### src/rtl/dmem_arbiter.sv
// Two-port data-memory arbiter (processor P, external loader E) with round-robin ties and an exclusive E lock.
// Latency: grant is combinational, the command reaches mem_* one cycle after acceptance, and rvalid follows MEM_RD_LAT+1 cycles after acceptance.
// Backpressure: a requester holds its command until x_gnt is high. Macro DMEM_ARB_EXT_PRIO_EN gives E fixed priority on ties.
module dmem_arbiter #(
    parameter int ADDR_W     = 9,
    parameter int MEM_RD_LAT = 1
) (
    input  logic              clk,
    input  logic              rst,
    input  logic              p_req,
    input  logic              p_we,
    input  logic [ADDR_W-1:0] p_addr,
    input  logic [15:0]       p_wdata,
    output logic              p_gnt,
    output logic              p_rvalid,
    input  logic              e_req,
    input  logic              e_we,
    input  logic [ADDR_W-1:0] e_addr,
    input  logic [15:0]       e_wdata,
    output logic              e_gnt,
    output logic              e_rvalid,
    input  logic              e_lock,
    output logic [ADDR_W-1:0] mem_addr,
    output logic [15:0]       mem_wdata,
    output logic              mem_wren,
    output logic              mem_rden,
    input  logic [15:0]       mem_q,
    output logic [15:0]       rdata,
    output logic [7:0]        conflict_cnt
);

    localparam int TAG_D = MEM_RD_LAT + 1;

    typedef enum logic [1:0] {ST_ARB, ST_DRAIN, ST_LOCK} state_t;

    state_t            r_state;
    state_t            w_state_nxt;
    logic              w_p_gnt;
    logic              w_e_gnt;
    logic              w_tie_e;
    logic              w_p_acc;
    logic              w_e_acc;
    logic              w_acc;
    logic              w_acc_we;
    logic              w_rd_inflight;
    logic [TAG_D-1:0]  r_tag_vld;
    logic [TAG_D-1:0]  r_tag_e;
    logic [ADDR_W-1:0] r_mem_addr;
    logic [15:0]       r_mem_wdata;
    logic              r_mem_wren;
    logic              r_mem_rden;
    logic              r_p_rvalid;
    logic              r_e_rvalid;
    logic [15:0]       r_rdata;
    logic [7:0]        r_cnt;

`ifdef DMEM_ARB_EXT_PRIO_EN
    // E always wins a tie, so no history is needed.
    assign w_tie_e = 1'b1;
`else
    logic r_last_e;

    // Tie goes to whichever requester was not granted last.
    assign w_tie_e = ~r_last_e;

    // Remember the most recent winner; reset to E so P wins the first tie.
    always_ff @(posedge clk or posedge rst) begin
        if (rst) begin
            r_last_e <= 1'b1;
        end else if (w_p_acc) begin
            r_last_e <= 1'b0;
        end else if (w_e_acc) begin
            r_last_e <= 1'b1;
        end
    end
`endif

    assign w_p_acc       = p_req & w_p_gnt;
    assign w_e_acc       = e_req & w_e_gnt;
    assign w_acc         = w_p_acc | w_e_acc;
    assign w_acc_we      = w_e_acc ? e_we : p_we;
    // The tag pipeline includes stage 0, which mirrors the command now on mem_*.
    assign w_rd_inflight = |r_tag_vld;

    // FSM state register.
    always_ff @(posedge clk or posedge rst) begin
        if (rst) begin
            r_state <= ST_ARB;
        end else begin
            r_state <= w_state_nxt;
        end
    end

    // FSM next state: lock waits for outstanding reads to drain before E owns memory.
    always_comb begin
        w_state_nxt = r_state;
        case (r_state)
            ST_ARB:   if (e_lock) w_state_nxt = ST_DRAIN;
            ST_DRAIN: begin
                if (!e_lock) begin
                    w_state_nxt = ST_ARB;
                end else if (!w_rd_inflight) begin
                    w_state_nxt = ST_LOCK;
                end
            end
            ST_LOCK:  if (!e_lock) w_state_nxt = ST_ARB;
            default:  w_state_nxt = ST_ARB;
        endcase
    end

    // FSM outputs: the grants. Nothing is granted during reset or once a lock request is seen in ARB.
    always_comb begin
        w_p_gnt = 1'b0;
        w_e_gnt = 1'b0;
        if (!rst) begin
            case (r_state)
                ST_ARB: begin
                    if (!e_lock) begin
                        if (p_req && e_req) begin
                            w_e_gnt = w_tie_e;
                            w_p_gnt = ~w_tie_e;
                        end else begin
                            w_p_gnt = p_req;
                            w_e_gnt = e_req;
                        end
                    end
                end
                ST_LOCK: w_e_gnt = e_req;
                default: ;
            endcase
        end
    end

    // Register the accepted command onto the memory port; strobes last one cycle.
    always_ff @(posedge clk or posedge rst) begin
        if (rst) begin
            r_mem_addr  <= '0;
            r_mem_wdata <= '0;
            r_mem_wren  <= 1'b0;
            r_mem_rden  <= 1'b0;
        end else begin
            r_mem_wren <= w_acc & w_acc_we;
            r_mem_rden <= w_acc & ~w_acc_we;
            if (w_acc) begin
                r_mem_addr  <= w_e_acc ? e_addr  : p_addr;
                r_mem_wdata <= w_e_acc ? e_wdata : p_wdata;
            end
        end
    end

    // Read tags shift one stage per cycle so return order matches issue order.
    always_ff @(posedge clk or posedge rst) begin
        if (rst) begin
            r_tag_vld <= '0;
            r_tag_e   <= '0;
        end else begin
            r_tag_vld <= {r_tag_vld[TAG_D-2:0], w_acc & ~w_acc_we};
            r_tag_e   <= {r_tag_e[TAG_D-2:0], w_e_acc};
        end
    end

    // Return read data to the issuing side; rdata holds between returns.
    always_ff @(posedge clk or posedge rst) begin
        if (rst) begin
            r_p_rvalid <= 1'b0;
            r_e_rvalid <= 1'b0;
            r_rdata    <= '0;
        end else begin
            r_p_rvalid <= r_tag_vld[TAG_D-1] & ~r_tag_e[TAG_D-1];
            r_e_rvalid <= r_tag_vld[TAG_D-1] &  r_tag_e[TAG_D-1];
            if (r_tag_vld[TAG_D-1]) begin
                r_rdata <= mem_q;
            end
        end
    end

    // Count processor stall cycles, saturating at 255.
    always_ff @(posedge clk or posedge rst) begin
        if (rst) begin
            r_cnt <= '0;
        end else if (p_req && !w_p_gnt && (r_cnt != 8'hFF)) begin
            r_cnt <= r_cnt + 8'd1;
        end
    end

    assign p_gnt        = w_p_gnt;
    assign e_gnt        = w_e_gnt;
    assign p_rvalid     = r_p_rvalid;
    assign e_rvalid     = r_e_rvalid;
    assign mem_addr     = r_mem_addr;
    assign mem_wdata    = r_mem_wdata;
    assign mem_wren     = r_mem_wren;
    assign mem_rden     = r_mem_rden;
    assign rdata        = r_rdata;
    assign conflict_cnt = r_cnt;

endmodule

### config.mk
export PLATFORM = sky130hd
export DESIGN_NAME = dmem_arbiter
export DESIGN_NICKNAME = d
export VERILOG_FILES = /design/src/rtl/dmem_arbiter.sv
export SDC_FILE = /design/constraint.sdc
export NUM_CORES = 1
export LEC_CHECK = 0
export CORE_MARGIN = 2
export CORE_UTILIZATION = 36
export CTS_CLUSTER_DIAMETER = 40
export DETAILED_ROUTE_END_ITERATION = 16
export GPL_ROUTABILITY_DRIVEN = 1
export PLACE_DENSITY_LB_ADDON = 0.08
export SYNTH_ARGS = -nofsm -noshare
export SYNTH_HDL_FRONTEND = slang
export SYNTH_SLANG_ARGS = --single-unit
### constraint.sdc
create_clock -name clk -period 1.9 [get_ports clk]
set_clock_uncertainty 0.05 [all_clocks]
set_input_delay 0.475 -clock clk [delete_from_list [all_inputs] [get_ports clk]]
set_output_delay 0.475 -clock clk [all_outputs]
set_load 0.005 [all_outputs]
* Word-level counts from Yosys, hierarchy flattened *
Cells that the tools add are included.

storage, ports and cells
  memories kept = 0
  word-level logic and storage cells = 55
  memory bits (writable) = 0
  output and inout bits = 55
  input bits = 73
  memory bits (read-only) = 0
  flip-flop bits (word level) = 60
  bits in latches = 0

cells by class
  shift operators = 0
  order comparisons = 0
  equality and inequality tests = 6
  reductions and logical operators = 8
  divide/modulo/power cells = 0
  muxes and demuxes = 18
  $mul = 0
  bitwise gates (word level) = 10
  $add $sub $neg = 1

operators by type and width
  operator               count
  $mux W16               1
  $mux W1                10
  $mux W9                1
  $add A8 B1 Y8 const B  1
  $mux W2                4
  $ne A8 B8 Y1 const B   1
  $and A1 B1 Y1          6
  $pmux W2 S3            1
  $ne A2 B2 Y1 const B   2
  $logic_and A1 B1 Y1    3
  $ne A3 B3 Y1 const B   1
  $not A1 Y1             3
  $reduce_and A3 Y1      1
  $eq A2 B1 Y1 const B   1
  $eq A2 B2 Y1 const B   1
  $logic_not A2 Y1       1
  $pmux W1 S2            1
  $reduce_bool A2 Y1     1
  $reduce_or A2 Y1       1
  $logic_not A1 Y1       1
  $or A1 B1 Y1           1

* Depth between registers and ports, before layout *
Gate-level depths: netlist of run 1.

  depth in word-level cells = 9
  gate-level depth with buffers = 6
  gate-level depth less buffers = 5

* Least setup slack after synthesis of run 1 *
Ideal clock, no wire load.

  path type = in2out
  from = in e_lock
  to = out p_gnt
  buffers on the path = 1
  stages = 3
  required time = 1375 ps
  arrival time = 1376 ps
  setup slack = -1 ps
  cell sequence = or4_4 nor3b_2 buf_2

between the ends
  longest elaborated chain between the ends = 3

ends and longest elaborated chain
  item             RTL line  RTL
  start, declared  22        input logic e_lock,
  $mux W1          118       if (!e_lock) begin
  $mux W1          116       case (r_state)
  $mux W1          115       if (!rst) begin
  end, declared    14        output logic p_gnt,

No other way between the ends.

* Worst setup path in the final report of run 1 *
  from = reg r_state[0]
  to = out p_gnt

between the ends
  longest elaborated chain between the ends = 3

ends and longest elaborated chain
  item                    RTL line  RTL
  start, declared         36        state_t r_state;
  start signal, assigned  90        r_state <= w_state_nxt;
  $logic_not A2 Y1        116
  $mux W1                 116
  $mux W1                 115

No other way between the ends.

==> metrics.md, run 1 <==
| Metric | Value |
|---|---|
| Status | finished with violations |
| Failing checks | setup timing |
| Lkg Pwr | 1.91 nW |
| Cell variety after synth | 32 |
| Most common cell after layout, fill and taps aside | clkdlybuf4s50_1 |
| CTS tree | yes |
| FF-to-FF End | mem_wdata[15] |
| Global-route usage over all layers | 16.0% |
| Syn nets | 261 |
| Avg Inst Size Synth | 13.1 µm² |
| Design area | 4130 µm² |
| Total grt overflow | 0 |
| Tot Pwr | 5.02 mW |
| Critical Path AT | 1.62 ns |
| DP HPWL | 4510 µm |
| Worst-Skew Late Latency | 0.33 ns |
| CP max FO | 2 |
| Vias in the first global route | 1966 |
| Max Slew Vio Count | 0 |
| Gp weighted congestion | 0.754 |
| DIE HEIGHT | 86.6 µm |
| Initial core utilization | 36.7% |
| Final setup margin | -0.244 ns |
| Max Root-Sink Buffers | 2 |
| R2r startpoint | r_state[0] |
| Antenna violations before repair | 0 |
| Setup Fix Bufs, Post-CTS | 0 |
| Setup violations, final | 26 |
| Slew Limit Headroom | 74.3% |
| VDD IR max | 0.568 mV |
| Vias | 2026 |
| Hold Crit Endpoint | r_tag_e[1] |
| Max H-tree Level | 3 |
| DRC Markers | 0 |
| Hold_buf cts | 0 |
| Power per cell area | 1220 nW/µm² |
| Filler cells | 565 |
| Maxcap violations | 0 |
| Initial DRC Count | 51 |
| WL/cell | 14.0 µm |
| FMAX | 467 MHz |
| CTS Sinks | 59 |
| # diodes | 0 |
| Ports | 128 |
| Placed instance area | 3940 µm² |
| Crit Path Category | flip-flop to output pin |
| Die area | 7490 µm² |
| Area grow syn2layout | 68.2% |
| Number of CTS-inserted buffers | 9 |
| Critical Path RT | 1.37 ns |
| Wirelength, routed | 5850 µm |
| Clk slew on worst S/H paths | 0.07 ns |
| Port Buffers | 127 |
| Hold crit path type | flip-flop to flip-flop |
| Nets | 406 |
| CP Launch Type | flip-flop |
| Synthesized area | 2450 µm² |
| Unrepaired setup endpoints after global routing | true |
| Pin count of the biggest net entering global routing | 30 |
| Synth warn | 0 |
| Cell row count | 30 |
| Most frequent cells in the layout | clkdlybuf4s50_1, dfrtp_1, a22o_1 |
| Share of layout cells above drive strength 1 | 17.8% |
| First-pass GRT wire length | 9250 µm |
| Register bit total from synthesis | 59 |
| Via density | 4.86 |
| Routed Antenna Nets | 0 |
| Die width | 86.6 µm |
| Core Area | 6680 µm² |
| Minimum clock period after layout | 2.14 ns |
| Hold Path Origin | r_tag_e[0] |
| R2r worst-path depth | 6 |
| Final Hold Fails | 0 |
| Hold-critical path depth | 0 |
| 1st-pass router iterations | 4 |
| Register area share after synthesis | 60.2% |
| Root Buffer | clkbuf_8 |
| Worst slew pin tran | 0.381 ns |
| CP endpoint kind | output pin |
| Crit share post-route | 113% |
| R2r setup slk | -0.20 ns |
| Cells after Synth | 187 |
-- synthesized netlist by cell type (all sizes together) --
cell | instances | share of area, %
mux2 | 18 | 8.3
nor4 | 2 | 0.51
ha | 1 | 0.51
nand2b | 2 | 0.51
buf | 6 | 1.5
nand2 | 4 | 0.61
nand4 | 1 | 0.26
xor2 | 5 | 1.8
and2 | 2 | 0.51
nor3b | 1 | 0.51
a22o | 26 | 9.3
o22ai | 1 | 0.26
nand3 | 3 | 0.61
nor2 | 9 | 1.4
nor2b | 2 | 0.51
and4 | 1 | 0.36
dfrtp | 58 | 59
dfstp | 1 | 1.1
o21ai | 1 | 0.20
or4 | 1 | 0.46
a21o | 25 | 7.6
and3 | 1 | 0.26
nor3 | 2 | 0.41
o211ai | 1 | 0.31
o211a | 2 | 0.82
inv | 3 | 0.46
a21oi | 2 | 0.41
mux2i | 2 | 0.82
clkbuf | 4 | 0.61
-- state kept, by name, summed over array words and instances, names as in the netlist, 2 cells and up --
register / cells
r_tag_e: 2
conflict_cnt: 8
r_tag_vld: 2
mem_addr: 9
r_state: 2
rdata: 16
mem_wdata: 16
-- routing by layer --
layer	vias to the layer above	GRT usage [%]	part of all wire, %
met2	80	24.7	47
met1	961	19.1	42
met4	0	8.38	2.0
li1	975	-	-
met5	-	0	0
met3	10	6.76	9.6
-- worst max path at each step --
| stage | endpoint | slack, ns | from |
|---|---|---|---|
| global route | p_gnt | -0.33 | r_state[0] |
| global placement | p_gnt | -0.82 | e_lock |
| floorplan | p_gnt | 0.02 | e_lock |
| finish | p_gnt | -0.24 | r_state[0] |
| detailed placement | p_gnt | -0.81 | e_lock |
| CTS | p_gnt | -0.31 | r_state[1] |
-- timing repair --
| item | 4_1_cts | 5_1_grt |
|---|---|---|
| pin swaps | 2 | 4 |
| endpoints found under the setup margin | 37 | 32 |
| resized for setup | 13 | 4 |
-- worst max-delay path, cell delays in order (launching register included) --
cell and delay [ns]:
dfrtp_1 0.39, or4_4 0.54, nor3b_4 0.21, buf_2 0.16
-- where the power goes --
| group | internal (mW) | total (mW) | leakage (nW) | switching, mW |
|---|---|---|---|---|
| logic | 1.31 | 1.85 | 1.09 | 0.542 |
| clock network | 0.605 | 1.10 | 0.0885 | 0.492 |
| registers | 1.75 | 2.07 | 0.729 | 0.328 |
-- cells by family (layout without fill, tap and decap cells) --
| family | count (synthesis) | after routing | synth area share (%) |
|---|---|---|---|
| mux | 20 | 20 | 9.08 |
| xor+xnor | 5 | 5 | 1.78 |
| flops | 59 | 59 | 60.2 |
| buf+inv | 13 | 163 | 2.60 |
| simple gates | 31 | 31 | 6.88 |
| compound gates | 58 | 58 | 18.9 |
| fa+ha+maj | 1 | 1 | 0.510 |
-- per-stage QoR --
stage	hold WS, ns	TNS (ns)	setup slack, ns	cells	utilization (%)
6_report	0.303	-4.95	-0.244	417	61.8
5_1_grt	0.317	-7.89	-0.332	417	61.8
4_1_cts	0.304	-6.39	-0.313	417	61.6
3_5_place_dp	0.286	-23.15	-0.814	401	58.9
3_3_place_gp	0.286	-22.46	-0.818	401	58.9
2_1_floorplan	0.281	0	0.0207	187	-
-- cell type report --
type	instances	area [µm²]	area share (%)
Clock buffer	10	128	3.09
Clock inverter	6	66.3	1.61
Inverter	3	15.0	0.364
Multi-Input combinational cell	115	928	22.5
Sequential cell	59	1480	35.8
Tap cell	80	100	2.43
Timing Repair Buffer	144	1410	34.2
Power figures use the tool's default switching activity.
==> inputs of run 2 (changes only) <==
--- a/config.mk
+++ b/config.mk
@@ -14,3 +14,4 @@
 export SYNTH_ARGS = -nofsm -noshare
 export SYNTH_HDL_FRONTEND = slang
 export SYNTH_SLANG_ARGS = --single-unit
+export TNS_END_PERCENT = 20
==> metrics.md, run 2 (same netlist as run 1, synthesis figures left out) <==
| Metric | Value |
|---|---|
| Status | finished with violations |
| Failing checks | setup timing |
| Maxcap violations | 0 |
| Most frequent cells in the layout | clkdlybuf4s50_1, dfrtp_1, a22o_1 |
| Cell row count | 30 |
| Slew Limit Headroom | 62.6% |
| DP HPWL | 4480 µm |
| Minimum clock period after layout | 2.16 ns |
| Max Slew Vio Count | 0 |
| Crit-path slowest cell | or4_4 |
| Number of CTS-inserted buffers | 9 |
| R2r worst-path depth | 5 |
| Gp weighted congestion | 0.748 |
| Hold crit path type | flip-flop to flip-flop |
| Initial core utilization | 36.7% |
| Critical Path AT | 1.63 ns |
| Vias | 2030 |
| Critical Path, Cell by Cell | or4_4 > nor3b_4 > buf_2 |
| Die area | 7490 µm² |
| Hold_buf cts | 0 |
| DIE HEIGHT | 86.6 µm |
| Die width | 86.6 µm |
| Routed Antenna Nets | 0 |
| FMAX | 463 MHz |
| Final Hold Fails | 0 |
| Crit share post-route | 114% |
| Port Buffers | 127 |
| CP endpoint kind | output pin |
| Pin count of the biggest net entering global routing | 30 |
| Global-route usage over all layers | 17.0% |
| Max Root-Sink Buffers | 2 |
| Core Area | 6680 µm² |
| 1st-pass router iterations | 4 |
| Root Buffer | clkbuf_8 |
| Via density | 4.86 |
| Placed Cells | 399 |
| Power per cell area | 1260 nW/µm² |
| CTS Sinks | 59 |
| Critical Path RT | 1.37 ns |
| Nets | 407 |
| CTS tree | yes |
| Most common cell after layout, fill and taps aside | clkdlybuf4s50_1 |
| FF-to-FF End | mem_addr[2] |
| R2r setup slk | -0.16 ns |
| Setup violations, final | 26 |
| R2r startpoint | r_state[1] |
| Ports | 128 |
| # diodes | 0 |
| CP max FO | 2 |
| Clk slew on worst S/H paths | 0.06 ns |
| Area grow syn2layout | 69.7% |
| Worst Setup EP | p_gnt |
| Share of layout cells above drive strength 1 | 18.9% |
| Slowest stage delay, CP | 0.56 ns |
| VDD IR max | 0.804 mV |
| First-pass GRT wire length | 9630 µm |
| Worst-Skew Late Latency | 0.33 ns |
| DRC Markers | 0 |
| Max H-tree Level | 3 |
| Fin Hold WS | 0.303 ns |
| CP Launch Type | flip-flop |
| Vias in the first global route | 1966 |
| Crit Path Category | flip-flop to output pin |
| Final Non-Filler Cells | 418 |
| Setup TNS | -3.98 ns |
| Unrepaired setup endpoints after global routing | true |
| Crit path from | r_state[1] |
| Initial DRC Count | 75 |
| WL/cell | 14.5 µm |
| Total grt overflow | 0 |
| Lkg Pwr | 1.94 nW |
| Wirelength, routed | 6050 µm |
| Worst slew pin tran | 0.560 ns |
| Final setup margin | -0.259 ns |
| Antenna violations before repair | 0 |
## run 2: layer usage
| metal | GRT usage [%] | wire length (µm) | up-vias |
|---|---|---|---|
| met2 | 25.5 | 2810 | 89 |
| li1 | - | - | 976 |
| met1 | 21.5 | 2590 | 958 |
| met5 | 0 | 0 | - |
| met4 | 4.97 | 77 | 0 |
| met3 | 9.14 | 571 | 7 |
## run 2: area by class of cell
type | instances | area, µm²
Timing Repair Buffer | 145 | 1410
Sequential cell | 59 | 1480
Multi-Input combinational cell | 115 | 932
Clock buffer | 10 | 138
Inverter | 3 | 15.0
Clock inverter | 6 | 87.6
Fill cell | 566 | 2520
Tap cell | 80 | 100
## run 2: worst max-delay path: cells and delay by family (launching register included)
| family | cells | cell delay (ns) |
|---|---|---|
| simple gates | 2 | 0.76 |
| flops | 1 | 0.39 |
| buf+inv | 1 | 0.16 |
## run 2: worst min-delay path by stage
stage / start / end / cells after the start
6_report: r_tag_e[0] / r_tag_e[1] / 0
5_1_grt: r_tag_e[0] / r_tag_e[1] / 0
4_1_cts: r_tag_e[0] / r_tag_e[1] / 0
3_5_place_dp: r_tag_e[0] / r_tag_e[1] / 0
3_3_place_gp: r_tag_e[0] / r_tag_e[1] / 0
2_1_floorplan: r_tag_e[0] / r_tag_e[1] / 0
## run 2: what timing repair did
action | CTS | global route
pin swaps | 2 | 3
setup endpoints to repair | 38 | 33
endpoints found under the hold margin | 0 | 0
gates resized for setup | 15 | 3
setup buffers | 2 | 1
## run 2: per-stage QoR
step	instance area (µm²)	total power, mW	util (%)	worst slack [ns]
final	4160	5.23	62.3	-0.259
after global routing	4160	5.58	62.3	-0.353
after CTS	4150	5.31	62.1	-0.320
after detailed placement	3910	3.98	58.5	-0.810
after global placement	3910	3.94	58.5	-0.821
after floorplan	2460	2.67	-	-0.00107
## run 2: power breakdown
part,total (mW),switching (mW),internal [mW]
sequential,2.08,0.331,1.75
clock,1.26,0.488,0.776
combinational,1.89,0.554,1.33
total,5.23,1.37,3.86
==> inputs of run 3 (changes only) <==
--- a/config.mk
+++ b/config.mk
@@ -6,8 +6,9 @@
 export NUM_CORES = 1
 export LEC_CHECK = 0
 export CORE_MARGIN = 2
-export CORE_UTILIZATION = 36
+export CORE_UTILIZATION = 40
 export CTS_CLUSTER_DIAMETER = 40
+export CTS_CLUSTER_SIZE = 25
 export DETAILED_ROUTE_END_ITERATION = 16
 export GPL_ROUTABILITY_DRIVEN = 1
 export PLACE_DENSITY_LB_ADDON = 0.08
==> constraint.sdc (replaced) <==
create_clock -name clk -period 2.74 [get_ports clk]
set_clock_uncertainty 0.05 [all_clocks]
set_input_delay 0.685 -clock clk [delete_from_list [all_inputs] [get_ports clk]]
set_output_delay 0.685 -clock clk [all_outputs]
set_load 0.005 [all_outputs]
==> metrics.md, run 3 (same netlist as run 1, synthesis figures left out) <==
| Metric | Value |
|---|---|
| WL/cell | 14.4 µm |
| Vias | 2040 |
| Cell row count | 28 |
| Final Hold Fails | 0 |
| Final setup margin | 0.0157 ns |
| R2r worst-path depth | 6 |
| DIE HEIGHT | 82.3 µm |
| R2r startpoint | r_state[1] |
| First-pass GRT wire length | 9450 µm |
| Max Root-Sink Buffers | 2 |
| R2r setup slk | 0.56 ns |
| CTS Sinks | 59 |
| Antenna violations before repair | 0 |
| Status | finished, final reports clean |
| Setup Fix Bufs, Post-CTS | 0 |
| Area grow syn2layout | 66.6% |
| Max Slew Vio Count | 0 |
| Crit Path Category | primary input to output pin |
| Most frequent cells in the layout | clkdlybuf4s50_1, dfrtp_1, a22o_1 |
| Global-route usage over all layers | 18.9% |
| Lkg Pwr | 1.92 nW |
| Hold Crit Endpoint | r_tag_e[1] |
| Minimum clock period after layout | 2.72 ns |
| Placement Setup Slack | -0.389 ns |
| Routed Antenna Nets | 0 |
| Final core utilization | 69.0% |
| Die area | 6780 µm² |
| Share of layout cells above drive strength 1 | 16.4% |
| Critical Path RT | 2.01 ns |
| Port Buffers | 127 |
| Final Non-Filler Cells | 411 |
| DP HPWL | 4610 µm |
| VDD IR max | 0.503 mV |
| FMAX | 367 MHz |
| Crit share post-route | 99.4% |
| Gp weighted congestion | 0.862 |
| CP endpoint kind | output pin |
| Nets | 405 |
| DRC Markers | 0 |
| Root Buffer | clkbuf_8 |
| Design area | 4090 µm² |
| Worst slew pin tran | 0.688 ns |
| FF-to-FF End | mem_wdata[2] |
| Most common cell after layout, fill and taps aside | clkdlybuf4s50_1 |
| CTS tree | yes |
| Worst-Skew Late Latency | 0.33 ns |
| Worst path bufs/invs | 2 |
| Top delay family on crit path | simple AND/OR/NAND/NOR gates |
| Power per cell area | 852 nW/µm² |
| Ports | 128 |
| Slowest stage delay, CP | 0.52 ns |
| Wirelength, routed | 5900 µm |
| Core Area | 5920 µm² |
| Placed instance area | 3890 µm² |
| Unrepaired setup endpoints after global routing | true |
| Pin count of the biggest net entering global routing | 30 |
| Initial core utilization | 41.4% |
| CP Launch Type | primary input |
| Max H-tree Level | 3 |
| Hold-critical path depth | 0 |
| Hold crit path type | flip-flop to flip-flop |
| Fin Hold WS | 0.300 ns |
| Slew Limit Headroom | 54.1% |
| Total grt overflow | 0 |
| Filler cells | 478 |
| Crit path from | e_lock |
| Die width | 82.3 µm |
| Critical Path, Cell by Cell | clkdlybuf4s50_1 > or4_4 > nor3b_4 > buf_2 |
| 1st-pass router iterations | 4 |
| Hold Path Origin | r_tag_e[0] |
| Placed Cells | 395 |
| Critical Path AT | 1.99 ns |
| Initial DRC Count | 91 |
| Maxcap violations | 0 |
| Vias in the first global route | 2097 |
| Setup violations, final | 0 |
| # diodes | 0 |
| Crit-path slowest cell | or4_4 |
| Number of CTS-inserted buffers | 9 |
| Via density | 4.96 |
| CP max FO | 2 |
| Clk slew on worst S/H paths | 0.06 ns |
-- run 3: cell types whose count changed in the layout (fill, tap and decap cells not counted), moves of 2 or more --
cell,before,now
clkdlybuf4s50_1,122,125
dfrtp_1,55,58
dfrtp_2,3,0
dlygate4sd2_1,3,0
nor2_1,7,9
-- run 3: cell type report --
cell class	instances	area, µm²	area share [%]
timing repair buffer	143	1390	34.0
clock buffer	11	141	3.46
inverter	3	11.3	0.275
multi-input combinational	115	922	22.6
sequential	59	1480	36.1
clock inverter	5	52.6	1.29
tap	75	93.8	2.30
-- run 3: where the power goes --
group / total [mW] / switching (mW) / internal, mW
Clock: 0.764 / 0.324 / 0.440
Sequential: 1.45 / 0.239 / 1.21
Combinational: 1.27 / 0.366 / 0.905
Total: 3.48 / 0.929 / 2.55
-- run 3: worst max-delay path by stage --
stage	cells after the start	slack (ns)	end
after floorplan	3	0.42	p_gnt
after global placement	4	-0.38	p_gnt
after detailed placement	4	-0.39	p_gnt
after CTS	5	-0.05	e_gnt
after global routing	4	-0.02	p_gnt
final	4	0.02	p_gnt
-- run 3: routing by layer --
metal / track usage [%] / up-vias / wire length (µm)
met5: 0 / - / 0
met4: 11.0 / 0 / 182
met3: 6.41 / 15 / 478
met2: 31.1 / 89 / 2880
met1: 21.3 / 961 / 2360
li1: - / 975 / -
-- run 3: per-stage QoR --
step / power (mW) / TNS (ns)
global route: 3.72 / -0.0175
finish: 3.48 / 0
floorplan: 1.85 / 0
detailed placement: 2.75 / -2.12
global placement: 2.72 / -1.45
CTS: 3.54 / -0.0489
-- run 3: repair_timing --
item                       CTS  global route
setup endpoints to repair    2             2
hold buffers                 0             0
gates resized for setup      5             1
-- run 3: worst register-to-register path, cell delays in order, from the launching register on --
cell and delay (ns):
dfrtp_1 0.43, or4_4 0.58, nor3b_4 0.19, buf_4 0.32, nor2_1 0.13, buf_4 0.19, a21o_1 0.18
